===== config.mk =====
export PLATFORM = sky130hd
export DESIGN_NAME = acq_run_controller
export DESIGN_NICKNAME = d
export VERILOG_FILES = /design/src/rtl/acq_regs_pkg.sv /design/src/rtl/acq_period_timer.sv /design/src/rtl/acq_run_controller.sv
export SDC_FILE = /design/constraint.sdc
export NUM_CORES = 1
export LEC_CHECK = 0
export CAP_MARGIN = 20
export CORE_AREA = 2 2 453 455
export DETAILED_ROUTE_END_ITERATION = 6
export DIE_AREA = 0 0 455 457
export PLACE_DENSITY = 0.37
export SETUP_SLACK_MARGIN = 0.5
export SYNTH_ARGS = -nofsm -noshare
export SYNTH_HDL_FRONTEND = slang
export SYNTH_HIERARCHICAL = 1
export SYNTH_SLANG_ARGS = --single-unit

===== constraint.sdc =====
create_clock -name pl_clk -period 16.27 [get_ports pl_clk]
set_clock_uncertainty 0.05 [all_clocks]
set_input_delay 3.254 -clock pl_clk [delete_from_list [all_inputs] [get_ports pl_clk]]
set_output_delay 3.254 -clock pl_clk [all_outputs]
set_load 0.005 [all_outputs]

===== src/rtl/acq_regs_pkg.sv =====
// ---------------------------------------------------------------------------
// acq_regs_pkg
// Shared register map for the acquisition path. The AXI-Lite register block,
// the run controller and the data generator import this package so that they
// all agree on word indices and bit positions.
//   - control/status word indices into the flattened 32-bit word buses
//   - bit positions inside the control and status flag words
//   - run sequencer state enum
//   - minimum frame period and the helper that applies it
// ---------------------------------------------------------------------------
package acq_regs_pkg;

  // Control word indices
  localparam int CTRL_RUN_IDX        = 0;
  localparam int CTRL_PERIOD_IDX     = 1;
  localparam int CTRL_MAX_FRAMES_IDX = 2;

  // Control word 0 bit positions
  localparam int CTRL_RUN_ENABLE_BIT  = 0;
  localparam int CTRL_CLEAR_STATS_BIT = 1;

  // Status word indices
  localparam int STATUS_FLAGS_IDX       = 0;
  localparam int STATUS_FRAMES_IDX      = 1;
  localparam int STATUS_TS_LO_IDX       = 2;
  localparam int STATUS_TS_HI_IDX       = 3;
  localparam int STATUS_OVERRUN_CNT_IDX = 4;

  // Status word 0 bit positions
  localparam int ST_RUNNING_BIT  = 0;
  localparam int ST_DRAINING_BIT = 1;
  localparam int ST_DONE_BIT     = 2;
  localparam int ST_OVERRUN_BIT  = 3;

  // Shortest legal frame period in clock cycles
  localparam logic [31:0] MIN_FRAME_PERIOD = 32'd2;

  typedef enum logic [1:0] {
    IDLE  = 2'd0,
    RUN   = 2'd1,
    DRAIN = 2'd2
  } acq_state_e;

  // Periods below the minimum (0 and 1) behave as the minimum.
  function automatic logic [31:0] clamp_period(input logic [31:0] period);
    return (period < MIN_FRAME_PERIOD) ? MIN_FRAME_PERIOD : period;
  endfunction

endpackage


===== src/rtl/acq_period_timer.sv =====
// ---------------------------------------------------------------------------
// acq_period_timer
// Frame slot timer. period_cnt counts 0..P-1 while advance is high and holds
// otherwise; a slot is due whenever period_cnt is 0.
//   pl_clk        in   clock
//   pl_rst        in   synchronous active-high reset
//   clear         in   restart the count at 0 (run entry)
//   advance       in   count this cycle (sequencer in RUN)
//   frame_period  in   requested period in cycles, clamped to the minimum
//   due           out  a frame slot falls on this cycle
// ---------------------------------------------------------------------------
module acq_period_timer
  import acq_regs_pkg::*;
(
  input  logic        pl_clk,
  input  logic        pl_rst,
  input  logic        clear,
  input  logic        advance,
  input  logic [31:0] frame_period,
  output logic        due
);

  logic [31:0] period_cnt;
  logic [31:0] period_eff;

  assign period_eff = clamp_period(frame_period);

  // The >= compare (not ==) makes a period shrunk below the current count
  // wrap on the very next cycle instead of running up to 2^32.
  // NOTE: sequential state uses non-blocking assignments so every register
  // samples pre-edge values regardless of block evaluation order.
  always_ff @(posedge pl_clk) begin
    if (pl_rst || clear) begin
      period_cnt <= '0;
    end else if (advance) begin
      period_cnt <= (period_cnt >= period_eff - 32'd1) ? '0 : period_cnt + 32'd1;
    end
  end

  assign due = (period_cnt == '0);

endmodule


===== src/rtl/acq_run_controller.sv =====
// ---------------------------------------------------------------------------
// acq_run_controller
// Acquisition run sequencer. Decodes the control words, runs the
// IDLE/RUN/DRAIN state machine, issues one-cycle frame strobes to the
// downstream engine and packs the status words for the register block.
//   pl_clk           in   clock, all logic on its rising edge
//   pl_rst           in   synchronous active-high reset
//   ctrl_regs_pl     in   N_CTRL control words, word k at [32k+31:32k]
//   status_regs_pl   out  N_STATUS status words, same packing, unused = 0
//   frame_start      out  one-cycle frame strobe
//   frame_index      out  0-based frame number, valid with frame_start
//   frame_timestamp  out  run timestamp, valid with frame_start
//   frame_busy       in   downstream engine still processing a frame
// ---------------------------------------------------------------------------
module acq_run_controller
  import acq_regs_pkg::*;
#(
  parameter int N_CTRL   = 22,
  parameter int N_STATUS = 11
) (
  input  logic                  pl_clk,
  input  logic                  pl_rst,
  input  logic [32*N_CTRL-1:0]  ctrl_regs_pl,
  output logic [32*N_STATUS-1:0] status_regs_pl,
  output logic                  frame_start,
  output logic [31:0]           frame_index,
  output logic [63:0]           frame_timestamp,
  input  logic                  frame_busy
);

  acq_state_e state_q, state_d;

  logic        run_en, clr_stats, run_en_q, clr_q, run_rise, clr_rise;
  logic [31:0] frame_period, max_frames;
  logic        due, enter_run, issue, skip, finish;
  logic [31:0] frame_count, overrun_count;
  logic [63:0] timestamp;
  logic        overrun, done;
  logic [32*N_STATUS-1:0] status_d, status_q;
  logic        unused_ctrl;

  assign run_en       = ctrl_regs_pl[32*CTRL_RUN_IDX + CTRL_RUN_ENABLE_BIT];
  assign clr_stats    = ctrl_regs_pl[32*CTRL_RUN_IDX + CTRL_CLEAR_STATS_BIT];
  assign frame_period = ctrl_regs_pl[32*CTRL_PERIOD_IDX +: 32];
  assign max_frames   = ctrl_regs_pl[32*CTRL_MAX_FRAMES_IDX +: 32];
  assign unused_ctrl  = ^ctrl_regs_pl;

  assign run_rise = run_en & ~run_en_q;
  assign clr_rise = clr_stats & ~clr_q;

  acq_period_timer u_timer (
    .pl_clk       (pl_clk),
    .pl_rst       (pl_rst),
    .clear        (enter_run),
    .advance      (state_q == RUN),
    .frame_period (frame_period),
    .due          (due)
  );

  always_ff @(posedge pl_clk) begin
    if (pl_rst) state_q <= IDLE;
    else        state_q <= state_d;
  end

  // NOTE: every always_comb output gets a default first so no path through
  // the case statement can leave it unassigned and infer a latch.
  always_comb begin
    state_d   = state_q;
    enter_run = 1'b0;
    issue     = 1'b0;
    skip      = 1'b0;
    finish    = 1'b0;
    unique case (state_q)
      IDLE: begin
        if (run_rise) begin
          state_d   = RUN;
          enter_run = 1'b1;
        end
      end
      RUN: begin
        // Dropping run_enable wins over a due slot: no strobe, no overrun.
        if (!run_en) begin
          state_d = DRAIN;
        end else if (due) begin
          if (frame_busy) begin
            skip = 1'b1;
          end else begin
            issue = 1'b1;
            if (max_frames != '0 && frame_count + 32'd1 == max_frames) state_d = DRAIN;
          end
        end
      end
      DRAIN: begin
        if (!frame_busy) begin
          state_d = IDLE;
          finish  = 1'b1;
        end
      end
      default: state_d = IDLE;
    endcase
  end

  always_ff @(posedge pl_clk) begin
    if (pl_rst) begin
      // NOTE: edge-detect history resets high so a run_enable still asserted
      // through reset is not mistaken for a fresh rising edge.
      run_en_q        <= 1'b1;
      clr_q           <= 1'b1;
      frame_count     <= '0;
      timestamp       <= '0;
      overrun_count   <= '0;
      overrun         <= 1'b0;
      done            <= 1'b0;
      frame_start     <= 1'b0;
      frame_index     <= '0;
      frame_timestamp <= '0;
    end else begin
      run_en_q    <= run_en;
      clr_q       <= clr_stats;
      frame_start <= issue;

      if (enter_run)           timestamp <= '0;
      else if (state_q == RUN) timestamp <= timestamp + 64'd1;

      if (enter_run) begin
        frame_count <= '0;
      end else if (issue) begin
        frame_count     <= frame_count + 32'd1;
        frame_index     <= frame_count;
        frame_timestamp <= timestamp;
      end

      if (clr_rise || enter_run) done <= 1'b0;
      else if (finish)           done <= 1'b1;

      if (clr_rise) begin
        overrun_count <= '0;
        overrun       <= 1'b0;
      end else if (skip) begin
        overrun <= 1'b1;
        if (overrun_count != '1) overrun_count <= overrun_count + 32'd1;
      end
    end
  end

  // Status is packed from registered state and registered once more, so both
  // timestamp halves always come from the same latched frame.
  always_comb begin
    status_d = '0;
    status_d[32*STATUS_FLAGS_IDX + ST_RUNNING_BIT]  = (state_q == RUN);
    status_d[32*STATUS_FLAGS_IDX + ST_DRAINING_BIT] = (state_q == DRAIN);
    status_d[32*STATUS_FLAGS_IDX + ST_DONE_BIT]     = done;
    status_d[32*STATUS_FLAGS_IDX + ST_OVERRUN_BIT]  = overrun;
    status_d[32*STATUS_FRAMES_IDX      +: 32] = frame_count;
    status_d[32*STATUS_TS_LO_IDX       +: 32] = frame_timestamp[31:0];
    status_d[32*STATUS_TS_HI_IDX       +: 32] = frame_timestamp[63:32];
    status_d[32*STATUS_OVERRUN_CNT_IDX +: 32] = overrun_count;
  end

  always_ff @(posedge pl_clk) begin
    if (pl_rst) status_q <= '0;
    else        status_q <= status_d;
  end

  assign status_regs_pl = status_q;

endmodule

==> run_results.csv <==
group,metric,value,unit
yosys,synthFlopType,"dfxtp_1",
timing,period_share,53.0,%
worst_setup_path,critPathMaxFanout,32,
yosys,synth_top_cell_by_area,"dfxtp_1",
worst_setup_path,rr_endpoint,"frame_timestamp[53]",
timing,finalSetupTns,0,ns
clock_tree,clock_latency,0.64,ns
worst_setup_path,r2r_slack,11.74,ns
hold_path,worstHoldPathCells,2,
timing,finalHoldViolCount,0,
yosys,synth-edff-count,0,
yosys,synth_area_leaders,"dfxtp_1 (42%), buf_4 (12%), xnor2_1 (4.9%), xor2_1 (4.5%), nor2b_1 (4.5%)",
clock_tree,cts_made_buffers,51,
hold_path,min-delay-start,"frame_index[19]",
clock_tree,clock_tree.root_cell,"clkbuf_16",
yosys,synth-warning-count,6,
global_routing,gr-usage-all-layers,7.45,%
routing,drtAntennaViolNets,0,
clock_tree,cts_sinks,395,
yosys,synth.cell_area,18900,um2
worst_setup_path,crit_type,"in -> reg",
timing,maxSlewViolCount,0,
routing,drt_first_pass_iters,5,
routing,vias,14700,
power,power.leakage,0.00824,uW
finish,nNetsFinal,3035,
placed_design,dp.cells,4925,
worst_setup_path,crit_buf_inv,1,
finish,final_cells,5025,
worst_setup_path,reg2reg_depth,11,
timing,min_period,8.62,ns
global_routing,antenna_found_initial,26,
power,vdd_ir_drop_max,71.7,uV
hold_path,hp-class,"reg -> reg",
worst_setup_path,end_kind,"flip-flop",
global_routing,grt_pass1_vias,14200,
clock_tree,cts_buffer_depth,3,
finish,final_util,12.5,%
yosys,synth_cell_type_count,68,
clock_tree,cts_max_level,2,
yosys,syn_avg_cell_area,9.02,um2
yosys,synth-seq-area-share,41.8,%
routing,wl_per_cell,15.9,um
worst_setup_path,required,16.67,ns
clock_tree,cts_resized,0,
floorplanning,die-area,208000,um2
timing,tightest_slew,1.05,ns
global_routing,grt_max_degree,74,
placed_design,portBuffers,297,
finish,drive_gt1_share,6.01,%
yosys,syn_inst,2096,
global_routing,overflow,0,
routing,drcViolationCount,0,
worst_setup_path,crit_arrival,9.02,ns
flow_run,max_cap_violations,0,
clock_tree,hold_buffers,0,
routing,totalWireLength,80.0,mm
placed_design,gp_congestion,0.760,
timing,max_freq,116,MHz
placed_design,place_hpwl,62.6,mm
outcome,status,"completed",
finish,areaGrowthSynthToFinish,34.6,%
yosys,async_reset_ff_share,0,%
clock_tree,clk_pin_slew_worst_paths,0.06,ns
timing,hold_ws,0.407,ns
worst_setup_path,cp_slowest_cell,"a31oi_4",
worst_setup_path,cpLargestDelayFamily,"simple AND/OR/NAND/NOR gates",
worst_setup_path,r2r-start,"u_timer/period_cnt[0]",
floorplanning,top_level_ports,1156,
clock_tree,cts_tree,"built",
worst_setup_path,critical_path.max_stage_delay,0.86,ns
floorplanning,rows,166,
power,power.density,90.1,nW/um2
hold_path,hold_end,"frame_index[19]",
timing,slew_headroom,30.1,%
yosys,ys_seq_elements,395,
worst_setup_path,crit_chain,"clkdlybuf4s50_1 -> or3_4 -> nand4bb_1 -> nor4_4 -> nand2b_1 -> ha_1 -> nand2b_1 -> nor4_4 -> nand4_2 -> or4_1 -> xor2_1 -> ha_1 -> nand2_1 -> nor3_1 -> nand3_1 -> a31oi_4 -> a211oi_1",
timing,setup_violations,0,
global_routing,grt_pass1_wl,110,mm
floorplanning,die_h,457,um
floorplanning,coreArea,203000,um2
floorplanning,initial_core_util,9.30,%
clock_tree,post_cts_buffers,0,
routing,vias_per_cell,2.93,
floorplanning,die_w,455,um
yosys,synth_top_area_share,41.8,%
finish,fillCellCount,23200,
timing,rsz0062_at_grt,"no",
worst_setup_path,cp-start-kind,"primary input",
routing,drt_iter0_markers,791,
-- cells in the mapped netlist, types with 3 or more instances --
cell / number
o22a_1: 55
nor3b_1: 3
nand3b_1: 4
buf_1: 9
nand4_2: 3
or3_1: 25
or4_1: 7
nand4_1: 76
nor4_4: 4
o21ai_0: 32
nand3_1: 66
a211oi_1: 39
dfxtp_1: 395
nor2b_1: 136
nand2b_1: 6
xor2_1: 98
nor2_1: 170
buf_4: 292
xnor2_1: 106
a31oi_1: 6
clkbuf_1: 70
and4_1: 24
a21oi_1: 78
a2111oi_0: 3
nor3_1: 48
ha_1: 38
inv_1: 16
nor4_1: 32
nor4_2: 6
buf_2: 19
and2_1: 7
o31ai_1: 5
and3_1: 24
or2_2: 6
nor3_2: 4
nand2_1: 137
-- flip-flops by register name, summed over array words and instances, names as in the netlist, 2 cells and up --
name	count
status_regs_pl	132
frame_count	32
frame_index	32
overrun_count	32
state_q	2
u_timer/period_cnt	32
frame_timestamp	64
timestamp	64
-- logic make-up after synthesis --
kind of cell | synth area share (%)
other | 0.0198
adders and majority gates | 2.51
and+or+nand+nor | 23.3
AOI/OAI and AO/OA | 8.69
xor gates and xnor gates | 9.45
buffers and inverters | 14.1
DFF | 41.8
muxes | 0.106
-- how the worst max path moves through the flow --
stage | cells past startpoint | slack [ns] | endpoint | from
finish | 17 | 7.65 | u_timer/period_cnt[25] | ctrl_regs_pl[51]
CTS | 17 | 7.71 | u_timer/period_cnt[25] | ctrl_regs_pl[51]
global route | 17 | 7.29 | u_timer/period_cnt[24] | ctrl_regs_pl[51]
detailed placement | 17 | 7.01 | u_timer/period_cnt[21] | ctrl_regs_pl[51]
global placement | 17 | 7.06 | u_timer/period_cnt[25] | ctrl_regs_pl[51]
floorplan | 17 | 8.75 | u_timer/period_cnt[0] | ctrl_regs_pl[38]
-- routing by layer --
| layer | wire, um | GRT usage (%) | up-vias |
|---|---|---|---|
| li1 | - | - | 7126 |
| met1 | 36500 | 9.73 | 6841 |
| met2 | 33900 | 11.3 | 619 |
| met3 | 6960 | 2.52 | 120 |
| met4 | 2540 | 2.65 | 6 |
| met5 | 34 | 0 | - |
-- stage by stage --
stage	power, uW	cell area (um2)	setup WS, ns
5_1_grt	2400	25400	7.29
3_3_place_gp	1110	23600	7.06
2_1_floorplan	1090	19700	8.75
6_report	2290	25500	7.65
3_5_place_dp	1110	23700	7.01
4_1_cts	2350	25400	7.71
-- layout make-up --
| class | count | area [um2] | area share, % |
|---|---|---|---|
| diodes | 8 | 20.0 | 0.0787 |
| clock buffers | 74 | 1470 | 5.79 |
| clock inverters | 18 | 293 | 1.15 |
| inverters | 16 | 60.1 | 0.236 |
| multi-input cells | 1510 | 9200 | 36.1 |
| flip-flops and latches | 395 | 7910 | 31.1 |
| well taps | 2688 | 3360 | 13.2 |
| repair buffers | 316 | 3140 | 12.3 |
-- worst register-to-register path, delay by kind of cell (launching register included) --
family / cells / cell delay [ns]
buffers and inverters: 2 / 0.66
AOI/OAI and AO/OA: 1 / 0.12
adders and majority gates: 1 / 0.18
and+or+nand+nor: 7 / 3.13
DFF: 1 / 0.35
-- layout by cell type (no fill, tap or decap), types with 16 or more instances in the layout --
cell,instances
inv_1,16
xor2_1,98
clkdlybuf4s50_1,296
or3_1,25
nor3_1,47
o21ai_0,32
a211oi_1,39
clkbuf_16,52
buf_4,18
nand3_1,65
ha_1,38
and4_1,24
nand4_1,76
nand2_1,137
nor4_1,32
a21oi_1,78
conb_1,220
nor2b_1,135
nor2_1,169
dfxtp_1,395
and3_1,23
xnor2_1,106
o22a_1,55
-- report_power, final --
part	internal [uW]	switching, uW
Sequential	973	3.45
Combinational	39.4	71.0
Clock	724	482
Note: power is estimated with default switching activity, not from simulation.
